### config.mk
export PLATFORM = sky130hd
export DESIGN_NAME = mem_stage
export DESIGN_NICKNAME = d
export VERILOG_FILES = /design/src/rtl/mem_stage.sv
export SDC_FILE = /design/constraint.sdc
export NUM_CORES = 1
export LEC_CHECK = 0
export BUFFER_PORTS_ARGS = -buffer_cell sky130_fd_sc_hd__buf_4
export CORE_MARGIN = 5
export CORE_UTILIZATION = 24
export DETAILED_ROUTE_END_ITERATION = 7
export GPL_ROUTABILITY_DRIVEN = 1
export GPL_TIMING_DRIVEN = 1
export PLACE_DENSITY_LB_ADDON = 0.05
export SLEW_MARGIN = 5
export SYNTH_ARGS = -nofsm -noshare
export SYNTH_HDL_FRONTEND = slang
export SYNTH_SLANG_ARGS = --single-unit
### constraint.sdc
create_clock -name clk -period 4.7 [get_ports clk]
set_input_delay 0.94 -clock clk [delete_from_list [all_inputs] [get_ports clk]]
set_output_delay 0.94 -clock clk [all_outputs]
set_load 0.05 [all_outputs]
### src/rtl/mem_stage.sv
// Pipeline MEM stage: word loads/stores over a req/gnt/rvalid data-memory port, stall generation,
// write-back result register and MEM bypass. Optional MEM_MISALIGN_CHECK_EN drops misaligned accesses.
module mem_stage #(
  parameter int unsigned BUS_TIMEOUT = 16
) (
  input  logic        clk,
  input  logic        rst_n,
  // Packed {alu_result[31:0], write_data[31:0], mem_write, reg_write, rd[4:0], mem_read}
  input  logic [71:0] ex_to_mem,
  output logic        stall_mem,
  output logic [31:0] bp_mem,
  output logic        dmem_req,
  output logic        dmem_we,
  output logic [31:0] dmem_addr,
  output logic [31:0] dmem_wdata,
  input  logic        dmem_gnt,
  input  logic        dmem_rvalid,
  input  logic [31:0] dmem_rdata,
  output logic [31:0] wb_result,
  output logic [4:0]  wb_rd,
  output logic        wb_reg_write,
  output logic        bus_err,
  output logic        misalign
);

  typedef enum logic [1:0] {StIdle, StReq, StWaitResp} state_e;

  logic [31:0] alu_result, write_data;
  logic        mem_write, reg_write, mem_read;
  logic [4:0]  rd;
  logic        is_mem, is_load, misaligned, timeout;

  state_e      state_q, state_d;
  logic [7:0]  cnt_q, cnt_d;
  logic        req, abort, drop_mis;
  logic [31:0] wb_result_q, wb_result_d;
  logic [4:0]  wb_rd_q, wb_rd_d;
  logic        wb_reg_write_q, wb_reg_write_d;
  logic        bus_err_q, bus_err_d;

  assign alu_result = ex_to_mem[71:40];
  assign write_data = ex_to_mem[39:8];
  assign mem_write  = ex_to_mem[7];
  assign reg_write  = ex_to_mem[6];
  assign rd         = ex_to_mem[5:1];
  assign mem_read   = ex_to_mem[0];

  assign is_mem  = mem_read | mem_write;
  assign is_load = mem_read & ~mem_write;
  assign timeout = (cnt_q == 8'(BUS_TIMEOUT - 1));

`ifdef MEM_MISALIGN_CHECK_EN
  assign misaligned = is_mem & (alu_result[1:0] != 2'b00);
`else
  assign misaligned = 1'b0;
`endif

  assign bp_mem     = alu_result;
  assign dmem_addr  = alu_result;
  assign dmem_wdata = write_data;
  assign dmem_we    = mem_write;
  // Reset must silence the request even though IDLE would otherwise decode a held access.
  assign dmem_req   = req & rst_n;

  always_comb begin
    state_d   = state_q;
    cnt_d     = cnt_q;
    req       = 1'b0;
    stall_mem = 1'b0;
    abort     = 1'b0;
    drop_mis  = 1'b0;
    unique case (state_q)
      StIdle: begin
        if (is_mem) begin
          if (misaligned) begin
            drop_mis = 1'b1;
          end else begin
            req   = 1'b1;
            cnt_d = '0;
            if (!dmem_gnt) begin
              stall_mem = 1'b1;
              state_d   = StReq;
            end else if (is_load) begin
              stall_mem = 1'b1;
              state_d   = StWaitResp;
            end
          end
        end
      end
      StReq: begin
        cnt_d = cnt_q + 8'd1;
        if (dmem_gnt) begin
          req = 1'b1;
          if (is_load) begin
            stall_mem = 1'b1;
            cnt_d     = '0;
            state_d   = StWaitResp;
          end else begin
            state_d = StIdle;
          end
        end else if (timeout) begin
          abort   = 1'b1;
          state_d = StIdle;
        end else begin
          req       = 1'b1;
          stall_mem = 1'b1;
        end
      end
      StWaitResp: begin
        cnt_d = cnt_q + 8'd1;
        if (dmem_rvalid) begin
          state_d = StIdle;
        end else if (timeout) begin
          abort   = 1'b1;
          state_d = StIdle;
        end else begin
          stall_mem = 1'b1;
        end
      end
      default: state_d = StIdle;
    endcase
  end

  // Stall edges insert a bubble into WB; result and destination hold.
  always_comb begin
    wb_result_d    = wb_result_q;
    wb_rd_d        = wb_rd_q;
    wb_reg_write_d = 1'b0;
    bus_err_d      = abort;
    if (!stall_mem) begin
      wb_result_d    = is_load ? dmem_rdata : alu_result;
      wb_rd_d        = rd;
      wb_reg_write_d = reg_write & ~abort & ~drop_mis;
    end
  end

  always_ff @(posedge clk or negedge rst_n) begin
    if (!rst_n) begin
      state_q        <= StIdle;
      cnt_q          <= '0;
      wb_result_q    <= '0;
      wb_rd_q        <= '0;
      wb_reg_write_q <= 1'b0;
      bus_err_q      <= 1'b0;
    end else begin
      state_q        <= state_d;
      cnt_q          <= cnt_d;
      wb_result_q    <= wb_result_d;
      wb_rd_q        <= wb_rd_d;
      wb_reg_write_q <= wb_reg_write_d;
      bus_err_q      <= bus_err_d;
    end
  end

`ifdef MEM_MISALIGN_CHECK_EN
  logic misalign_q;
  always_ff @(posedge clk or negedge rst_n) begin
    if (!rst_n) begin
      misalign_q <= 1'b0;
    end else begin
      misalign_q <= drop_mis;
    end
  end
  assign misalign = misalign_q;
`else
  assign misalign = 1'b0;
`endif

  assign wb_result    = wb_result_q;
  assign wb_rd        = wb_rd_q;
  assign wb_reg_write = wb_reg_write_q;
  assign bus_err      = bus_err_q;

endmodule
==> results.toml <==
[synthesis]
synth_warnings = 0
synth-seq-cells = 49
yosysSeqAreaShare_pct = 36.3
avgSynthCellArea_sq_um = 11.3
synth_nets = 413
synth_area_sq_um = 3380
yosys.cell_types.count = 42
syn_inst = 300

[sta]
fmaxAchievable_mhz = 345
rsz0062_at_grt = "no"
period_share_pct = 61.7
hold_violations = 0
worst_pin_slew_ns = 0.661
slew_violations = 0
setup_tns_ns = 0
maxSlewHeadroom_pct = 55.9
fin_skew_ns = 0.00394
period_minus_slack_ns = 2.90
setup-violations-final = 0

[clocking]
cts-root-buf = "clkbuf_16"
cts_made_buffers = 5
clock-sinks = 49
cts_repair_resize_count = 0
postCtsSetupRepairBufs = 0
htreeDepth = 2
clock_latency_ns = 0.29
cts_hold_buf = 0
cts_tree = "yes"
clock_tree.buffer_depth = 2
cts.clk_slew.worst_paths_ns = 0.07

[route]
viasPerCell = 4.12
vias = 2319
drtIter0Drc = 78
wirelength_mm = 8.60
drt-pass1-iter-count = 4
drc = 0
routedWlPerCell_um = 15.3
ant_nets = 0

[setup_path]
worstReg2RegEnd = "wb_result[13]"
critPathSlowestCell = "dfrtp_1"
critPathMaxStageDelay_ns = 0.41
reg2reg_from = "cnt_q[0]"
crit_top_cell = "inv_1"
path_buf_inv = 4
worstPathCellList = "inv_1, ha_1, inv_1, a2111oi_2, a21oi_4, inv_4, buf_4"
start_kind = "flop"
r2r_cells = 6
required_ns = 3.76
crit_fanout = 7
critPathArrivalTime_ns = 1.96
worstSetupEndpointType = "primary output"
r2r_slack_ns = 2.35
path_class = "flop to primary output"
cp_top_family = "buffers and inverters"

[place]
place.gp.congestion = 0.720
port_buffers = 181
place_inst = 556
post-dp-hpwl_mm = 6.60

[final_layout]
mostFrequentLayoutCells = "buf_4, mux2_2, dfrtp_1"
mostFrequentLayoutCell = "buf_4"
fin_nets = 496
diodes = 0
stdcell_count = 563
drive_above_1_share_pct = 69.7
area_growth_pct = 28.0

[grt]
antenna_found_initial = 0
grt_overflow = 0
grt_pass1_vias = 2436
grt_pass1_wl_mm = 12.9
grt_usage_pct = 9.95
grt_max_degree = 51

[floorplanning]
fp.dieW_um = 129
rows = 43
start_util_pct = 24.4
num_io_pins = 247
core_sq_um = 13800
die_area_sq_um = 16500
dieHeight_um = 129

[status]
outcome = "finished, final reports clean"

[job]
cap_violations = 0

[min_path]
hp-start = "wb_result[18]"
whs_endpoint = "wb_result[18]"
hold_path.class = "flop to flop"
holdPathStages = 1

[power_and_ir_drop]
power_per_cell_area_nw_per_um2 = 654
p_leak_nw = 2.10
p_total_w = 0.00283
ir_drop_mv = 0.264
synthesized netlist by cell type, drive strengths merged:
cell type / count / area [sq um]
a2111oi: 1 / 15.0
a21boi: 1 / 7.51
a21o: 4 / 30.0
a21oi: 3 / 26.3
a22o: 5 / 43.8
a311oi: 1 / 8.76
a31o: 1 / 8.76
a31oi: 2 / 25.0
a32o: 1 / 10.0
and2: 2 / 13.8
and2b: 1 / 7.51
and3: 2 / 12.5
and4b: 1 / 10.0
buf: 106 / 801
clkbuf: 1 / 3.75
conb: 1 / 3.75
dfrtp: 49 / 1230
ha: 5 / 62.6
inv: 7 / 28.8
mux2: 69 / 826
nand2: 5 / 18.8
nand2b: 4 / 25.0
nand3: 3 / 15.0
nand3b: 1 / 7.51
nand4: 3 / 18.8
nand4b: 1 / 8.76
nor2: 5 / 18.8
nor2b: 1 / 6.26
nor3: 1 / 5.00
nor3b: 1 / 7.51
o2111ai: 1 / 8.76
o21ai: 7 / 35.0
o2bb2ai: 1 / 8.76
o31ai: 1 / 7.51
o32ai: 1 / 8.76
or2: 1 / 6.26
registers in the layout, indices dropped and copies added (netlist names):
register      cells
state_q           2
wb_rd             5
wb_reg_write      1
wb_result        32
cnt_q             8
bus_err           1
cells by family after synthesis:
group / share of synthesized area, %
compound gates: 7.23
fa+ha+maj: 1.85
buf+inv: 24.7
flops: 36.3
mux: 24.5
other cells: 0.111
simple gates: 5.37
area by class of cell:
class                           count  area (sq um)
Clock buffer                        7           143
Fill cell                        1427          9510
Inverter                            7          28.8
Multi-Input combinational cell    137          1330
Sequential cell                    49          1230
Tap cell                          180           225
Timing Repair Buffer              183          1370
layer usage:
| layer | wire, um | up-vias | GRT usage, % |
|---|---|---|---|
| met2 | 4430 | 103 | 17.3 |
| met3 | 820 | 28 | 2.99 |
| met1 | 3180 | 1087 | 11.4 |
| met4 | 176 | 0 | 3.89 |
| met5 | 0 | - | 0 |
| li1 | - | 1101 | - |
power by group:
part           total [W]  leakage [nW]  switching [W]  internal (W)
Sequential      0.000702         0.595      0.0000986      0.000603
Combinational    0.00176          1.43        0.00112      0.000639
Clock           0.000366        0.0700       0.000156      0.000210
Total            0.00283          2.10        0.00137       0.00145
metrics by stage:
| stage | utilization [%] | cell area (sq um) | worst slack, ns | hold slack [ns] |
|---|---|---|---|---|
| after floorplan | - | 3380 | 1.49 | 0.497 |
| after global placement | 30.2 | 4180 | 1.75 | 0.492 |
| after detailed placement | 30.2 | 4180 | 1.75 | 0.495 |
| after CTS | 31.3 | 4320 | 1.73 | 0.510 |
| after global routing | 31.3 | 4320 | 1.64 | 0.516 |
| final | 31.3 | 4320 | 1.80 | 0.508 |
how the worst max path moves through the flow:
stage,slack [ns],from,cells past startpoint,endpoint
finish,1.80,state_q[0],7,stall_mem
CTS,1.73,rst_n,3,dmem_req
global route,1.64,rst_n,3,dmem_req
detailed placement,1.75,rst_n,3,dmem_req
floorplan,1.49,dmem_gnt,3,dmem_req
global placement,1.75,rst_n,3,dmem_req
Note: power is estimated with default switching activity, not from simulation.
